$ cat src/rtl/lsu_pkg.sv
// Shared types for the load/store unit: access codes, FSM states, and helpers
// for sizing the timeout counter and classifying accesses.
package lsu_pkg;

    typedef enum logic [2:0] {
        FC_LB  = 3'b000,
        FC_LBU = 3'b001,
        FC_LH  = 3'b010,
        FC_LHU = 3'b011,
        FC_LW  = 3'b100,
        FC_SB  = 3'b101,
        FC_SH  = 3'b110,
        FC_SW  = 3'b111
    } lsuFc_t;

    typedef enum logic [1:0] {
        ST_IDLE = 2'd0,
        ST_REQ  = 2'd1,
        ST_WAIT = 2'd2,
        ST_RESP = 2'd3
    } lsuState_t;

    // Wide enough to hold counts 0..maxCount.
    function automatic int cntWidth(input int maxCount);
        return $clog2(maxCount + 1);
    endfunction

    function automatic logic isStore(input lsuFc_t fc);
        return (fc == FC_SB) || (fc == FC_SH) || (fc == FC_SW);
    endfunction

    function automatic logic isMisaligned(input lsuFc_t fc, input logic [1:0] addrLo);
        case (fc)
            FC_LH, FC_LHU, FC_SH: return addrLo[0];
            FC_LW, FC_SW:         return addrLo != 2'b00;
            default:              return 1'b0;
        endcase
    endfunction

endpackage

$ cat src/rtl/lsu_fmt.sv
// Combinational data formatting: store byte enables and lane replication,
// plus load lane selection with sign/zero extension.
module lsu_fmt
    import lsu_pkg::*;
(
    input  lsuFc_t      stFc,
    input  logic [1:0]  stAddrLo,
    input  logic [31:0] stData,
    output logic [3:0]  memBe,
    output logic [31:0] memWdata,
    input  lsuFc_t      ldFc,
    input  logic [1:0]  ldAddrLo,
    input  logic [31:0] ldData,
    output logic [31:0] loadData
);

    logic [7:0]  ldByte;
    logic [15:0] ldHalf;

    always_comb begin
        memBe    = 4'b1111;
        memWdata = '0;
        case (stFc)
            FC_SB: begin
                memBe    = 4'b0001 << stAddrLo;
                memWdata = {4{stData[7:0]}};
            end
            FC_SH: begin
                memBe    = stAddrLo[1] ? 4'b1100 : 4'b0011;
                memWdata = {2{stData[15:0]}};
            end
            FC_SW:   memWdata = stData;
            default: ;
        endcase
    end

    // Halfword lane only looks at addr[1]; a stray addr[0] is ignored.
    always_comb begin
        ldByte = ldData[7:0];
        case (ldAddrLo)
            2'd1:    ldByte = ldData[15:8];
            2'd2:    ldByte = ldData[23:16];
            2'd3:    ldByte = ldData[31:24];
            default: ldByte = ldData[7:0];
        endcase
        ldHalf = ldAddrLo[1] ? ldData[31:16] : ldData[15:0];

        loadData = '0;
        case (ldFc)
            FC_LB:   loadData = {{24{ldByte[7]}}, ldByte};
            FC_LBU:  loadData = {24'd0, ldByte};
            FC_LH:   loadData = {{16{ldHalf[15]}}, ldHalf};
            FC_LHU:  loadData = {16'd0, ldHalf};
            FC_LW:   loadData = ldData;
            default: loadData = '0;
        endcase
    end

endmodule

$ cat src/rtl/load_store_unit.sv
// Single-outstanding load/store unit with bus timeout and flush handling.
// Optional LSU_MISALIGN_EXC_EN: misaligned LH/LHU/SH/LW/SW respond with an exception, no bus access.
//   state   | meaning
//   IDLE    | ready for a new request
//   REQ     | mem_req asserted, waiting for mem_gnt
//   WAIT    | granted, waiting for mem_rvalid or timeout
//   RESP    | one-cycle response (suppressed if dropped or flushed)
module load_store_unit
    import lsu_pkg::*;
#(
    parameter int ADDR_W      = 32,
    parameter int TIMEOUT_CYC = 16
) (
    input  logic              clk,
    input  logic              rst,
    input  logic              flush,
    input  logic              req_valid,
    output logic              req_ready,
    input  logic [2:0]        req_fc,
    input  logic [ADDR_W-1:0] req_addr,
    input  logic [31:0]       req_wdata,
    input  logic [4:0]        req_rd,
    output logic              mem_req,
    output logic              mem_we,
    output logic [ADDR_W-1:0] mem_addr,
    output logic [3:0]        mem_be,
    output logic [31:0]       mem_wdata,
    input  logic              mem_gnt,
    input  logic              mem_rvalid,
    input  logic [31:0]       mem_rdata,
    output logic              resp_valid,
    output logic [31:0]       resp_rdata,
    output logic [4:0]        resp_rd,
    output logic              resp_exc,
    output logic              busy
);

    localparam int              CNT_W    = cntWidth(TIMEOUT_CYC);
    localparam logic [CNT_W-1:0] CNT_LAST = CNT_W'(TIMEOUT_CYC - 1);

    lsuState_t        state;
    logic [CNT_W-1:0] waitCnt;
    logic             dropResp;
    lsuFc_t           fcQ;
    logic [1:0]       addrLoQ;
    lsuFc_t           reqFc;
    logic             accept;
    logic             reqMisaligned;
    logic [3:0]       beNext;
    logic [31:0]      wdataNext;
    logic [31:0]      loadData;

    assign reqFc  = lsuFc_t'(req_fc);
    assign accept = req_valid && (state == ST_IDLE);

`ifdef LSU_MISALIGN_EXC_EN
    assign reqMisaligned = isMisaligned(reqFc, req_addr[1:0]);
`else
    assign reqMisaligned = 1'b0;
`endif

    lsu_fmt uFmt (
        .stFc     (reqFc),
        .stAddrLo (req_addr[1:0]),
        .stData   (req_wdata),
        .memBe    (beNext),
        .memWdata (wdataNext),
        .ldFc     (fcQ),
        .ldAddrLo (addrLoQ),
        .ldData   (mem_rdata),
        .loadData (loadData)
    );

    always_ff @(posedge clk) begin
        if (rst) begin
            state      <= ST_IDLE;
            waitCnt    <= '0;
            dropResp   <= 1'b0;
            fcQ        <= FC_LB;
            addrLoQ    <= 2'b00;
            mem_req    <= 1'b0;
            mem_we     <= 1'b0;
            mem_addr   <= '0;
            mem_be     <= '0;
            mem_wdata  <= '0;
            resp_rdata <= '0;
            resp_rd    <= '0;
            resp_exc   <= 1'b0;
        end else begin
            case (state)
                ST_IDLE: begin
                    if (accept) begin
                        fcQ      <= reqFc;
                        addrLoQ  <= req_addr[1:0];
                        resp_rd  <= req_rd;
                        dropResp <= 1'b0;
                        if (reqMisaligned) begin
                            state      <= ST_RESP;
                            resp_exc   <= 1'b1;
                            resp_rdata <= '0;
                        end else begin
                            state     <= ST_REQ;
                            mem_req   <= 1'b1;
                            mem_we    <= isStore(reqFc);
                            mem_addr  <= {req_addr[ADDR_W-1:2], 2'b00};
                            mem_be    <= beNext;
                            mem_wdata <= wdataNext;
                        end
                    end
                end
                ST_REQ: begin
                    // A flush coinciding with the grant still aborts.
                    if (flush) begin
                        state   <= ST_IDLE;
                        mem_req <= 1'b0;
                    end else if (mem_gnt) begin
                        state   <= ST_WAIT;
                        mem_req <= 1'b0;
                        waitCnt <= '0;
                    end
                end
                ST_WAIT: begin
                    if (flush) dropResp <= 1'b1;
                    if (mem_rvalid) begin
                        state      <= ST_RESP;
                        resp_exc   <= 1'b0;
                        resp_rdata <= loadData;
                    end else if (waitCnt == CNT_LAST) begin
                        state      <= ST_RESP;
                        resp_exc   <= 1'b1;
                        resp_rdata <= '0;
                    end else begin
                        waitCnt <= waitCnt + 1'b1;
                    end
                end
                ST_RESP: begin
                    state      <= ST_IDLE;
                    resp_exc   <= 1'b0;
                    resp_rdata <= '0;
                    dropResp   <= 1'b0;
                end
                default: state <= ST_IDLE;
            endcase
        end
    end

    // Flush must be able to kill the response in the RESP cycle itself.
    assign resp_valid = (state == ST_RESP) && !dropResp && !flush;
    assign req_ready  = (state == ST_IDLE);
    assign busy       = (state != ST_IDLE);

endmodule

$ cat config.mk
export PLATFORM = sky130hd
export DESIGN_NAME = load_store_unit
export DESIGN_NICKNAME = d
export VERILOG_FILES = /design/src/rtl/lsu_pkg.sv /design/src/rtl/lsu_fmt.sv /design/src/rtl/load_store_unit.sv
export SDC_FILE = /design/constraint.sdc
export NUM_CORES = 1
export LEC_CHECK = 0
export BUFFER_PORTS_ARGS = -buffer_cell sky130_fd_sc_hd__buf_2
export CAP_MARGIN = 15
export CORE_UTILIZATION = 49
export CTS_CLUSTER_SIZE = 14
export DETAILED_ROUTE_END_ITERATION = 12
export GPL_TIMING_DRIVEN = 0
export MAX_ROUTING_LAYER = met4
export PLACE_DENSITY = 0.82
export RECOVER_POWER = 100
export SLEW_MARGIN = 10
export SYNTH_ARGS = -nofsm -noshare
export SYNTH_HDL_FRONTEND = slang
export SYNTH_HIERARCHICAL = 1
export SYNTH_SLANG_ARGS = --single-unit
$ cat constraint.sdc
create_clock -name clk -period 2.15 [get_ports clk]
set_input_delay 0.5375 -clock clk [delete_from_list [all_inputs] [get_ports clk]]
set_output_delay 0.5375 -clock clk [all_outputs]
set_load 0.01 [all_outputs]
==> impl_metrics.tcl <==
set metrics [dict create \
    status "finished clean" \
    synth_edf_count 0 \
    cp-end-kind "flip-flop" \
    num_vias 6389 \
    cp_num_buf_inv 2 \
    synthFlopType "dfxtp_1" \
    ir_worst_vdd_mv 0.601 \
    powerDensity_mw_per_mm2 857 \
    syn_area_sq_mm 0.00575 \
    die_w_um 110 \
    multi_input_comb_area_sq_mm 0.00305 \
    arrival_ns 2.34 \
    globalRoute.totalOverflow 0 \
    dpl_worst_slack_ns -0.0185 \
    fillers 1102 \
    grt_pass1_wl_mm 27.2 \
    maxCapViolations 0 \
    worst_pin_slew_ns 0.579 \
    htree_levels 4 \
    crit_fanout 10 \
    setup_viol 0 \
    path_cells "ha_2, and3_1, ha_2, or3b_1, buf_4, o21a_4, buf_4, nand3_1, a21oi_1" \
    antennaDiodeCount 0 \
    insertion_delay_ns 0.42 \
    synth_area_per_cell_sq_um 7.56 \
    dr.first_iter.drc_count 593 \
    design_area_sq_mm 0.00756 \
    hold_violations 0 \
    critPathKind "reg -> reg" \
    min_path_type "in -> reg" \
    synth-seq-cells 119 \
    drcViolationCount 0 \
    die_y_um 110 \
    die_area_sq_mm 0.0122 \
    cts.path.max_buffers 2 \
    async_flop_share_pct 0 \
    synth_top_area_cell "dfxtp_1" \
    yosys_warnings 6 \
    p_leak_uw 0.00293 \
    postCtsHoldBufs 0 \
    min_period_over_period_pct 95.6 \
    path_clk_slew_ns 0.06 \
    setup_ws_ns 0.0942 \
    dr.pass1.iters 6 \
    power.total_uw 6470 \
    regArea_sq_mm 0.00238 \
    routabilityCongestion 0.949 \
    slowest_delay_ns 0.35 \
    grt_max_degree 17 \
    drive_above_1_share_pct 19.3 \
    synthToLayoutAreaGrowth_pct 31.3 \
    hpwl_mm 13.2 \
    io_buffer_count 218 \
    skew_ns 0.0103 \
    period_needed_ns 2.06 \
    viasPerCell 5.53 \
    cts_buffers 17 \
    seq_area_frac_synth_pct 41.4 \
    finalMaxSlewViolations 0 \
    clock-sinks 119 \
    synth_cells 761 \
    io_pins 221 \
    wire_per_inst_um 15.6 \
    final_util_pct 66.2 \
    num_rows 39 \
    antenna_found_initial 0 \
    layout.nets 1116 \
    root_buffer "clkbuf_16" \
    start_util_pct 50.4 \
    max_freq_mhz 486 \
    synth_top_area_share_pct 41.4 \
    cts_tree "built" \
    wl_mm 18.0 \
    cp-start-kind "flip-flop" \
    synth.distinct_cells 47 \
    first_global_vias 5819 \
    yosys-top-cells-area "dfxtp_1, nand2_1, a21oi_1, nand3_1, mux2i_1" \
    critPathTopFamily "simple AND/OR/NAND/NOR gates" \
    crit_required_ns 2.43 \
    cpMaxStageDelayCell "or3b_1" \
    antenna_left 0 \
    grt_use_total_pct 30.2 \
    rsz0062_at_grt "false" \
    slew_headroom_pct 61.4 \
    core_area_sq_mm 0.0114 \
    placed_area_sq_mm 0.00703 \
]
[layer usage]
metal	vias up	part of all wire [%]	track usage, %	routed length (um)
met5	-	0	-	0
met4	0	3.3	16.4	588
met3	60	8.8	7.70	1580
met2	357	48	48.9	8640
met1	2895	40	34.1	7200
li1	3077	-	-	-
[path summary, 6_finish.rpt]
path                                 endpoint                         from  slack, ns  cells after the start
setup / recovery  resp_rdata[27]$_SDFFE_PP0P_      waitCnt[0]$_SDFFE_PP0P_       0.09                      9
hold / removal      mem_addr[11]$_SDFFE_PP0P_                 req_addr[11]       0.35                      3
setup reg to reg  resp_rdata[27]$_SDFFE_PP0P_      waitCnt[0]$_SDFFE_PP0P_       0.09                      9
hold reg to reg   resp_rdata[31]$_SDFFE_PP0P_  resp_rdata[31]$_SDFFE_PP0P_       0.45                      2
[layout by cell type (no fill, tap or decap), types with 4 or more instances in the layout]
cell and instances:
nor3b_1 4, buf_6 5, clkbuf_16 17, nand3_1 38, buf_2 125, clkbuf_1 136, ha_2 4, clkinvlp_4 4
o21ai_1 4, and2_1 12, mux2_2 10, nand2b_1 9, a21oi_1 143, mux2i_1 16, inv_1 6, dfxtp_1 119
a22oi_1 16, nor2b_1 8, nand2_1 215, buf_4 9, o221ai_1 5, nor2_1 31, o21ai_0 9, a221o_1 4
buf_1 8, a211oi_1 9
[cell usage after synthesis, types with 2 or more instances]
cell type and number:
and2_1 12, mux2_2 10, o21a_1 2, a21o_1 3, buf_4 4, a22oi_4 2
ha_1 6, inv_1 6, or3b_1 2, a22oi_1 16, a211oi_1 9, a31oi_1 3
nor3b_1 4, a221o_1 4, clkbuf_1 25, dfxtp_1 119, buf_6 5, nand2b_1 9
nand2_1 215, o21ai_1 4, nand3_1 38, buf_2 20, nand3b_1 3, mux2i_1 16
a21oi_1 143, nor2_1 31, o21ai_0 9, o221ai_1 5, buf_1 11, nor2b_1 8
[registers in the layout, indices dropped and copies added (netlist names), 2 cells and up, named ones only]
| name | count |
|---|---|
| resp_rdata | 32 |
| waitCnt | 5 |
| resp_rd | 5 |
| fcQ | 3 |
| mem_wdata | 32 |
| addrLoQ | 2 |
| mem_be | 4 |
| mem_addr | 30 |
[tightest hold or removal path, delay by kind of cell]
| family | cells | cell delay, ns |
|---|---|---|
| simple gates | 1 | 0.04 |
| compound gates | 1 | 0.05 |
| buf+inv | 1 | 0.09 |
[power breakdown]
group          internal [uW]  switching, uW
Sequential              2320           60.7
Clock                   1920           1050
Combinational            428            699
Total                   4660           1810
[metrics by stage]
stage / hold slack, ns / setup TNS [ns] / instances
2_1_floorplan: 0.433 / 0 / 762
3_3_place_gp: 0.437 / 0 / 1123
3_5_place_dp: 0.440 / -0.201 / 1123
4_1_cts: 0.339 / 0 / 1155
5_1_grt: 0.348 / 0 / 1156
6_report: 0.354 / 0 / 1156
[cells by family after synthesis]
| kind of cell | after synthesis | synth area share, % |
|---|---|---|
| and+or+nand+nor | 326 | 24.6 |
| adders and majority gates | 6 | 1.30 |
| other | 1 | 0.0652 |
| AOI/OAI and AO/OA | 210 | 21.6 |
| buffers and inverters | 72 | 6.04 |
| muxes | 27 | 5.00 |
| DFF | 119 | 41.4 |
[area by class of cell]
cell class | count | share of cell area, %
multi-input combinational | 571 | 40.4
clock buffer | 22 | 6.27
sequential | 119 | 31.5
inverter | 7 | 0.348
clock inverter | 10 | 1.89
timing repair buffer | 219 | 12.7
tap | 143 | 2.37
buffer | 65 | 4.45
[what timing repair did]
| item | 4_1_cts | 5_1_grt |
|---|---|---|
| setup endpoints to repair | 27 | 65 |
| gates resized for setup | 3 | 14 |
| buffers inserted | 0 | 1 |
| pin swaps | 0 | 1 |
Note: power is estimated with default switching activity, not from simulation.
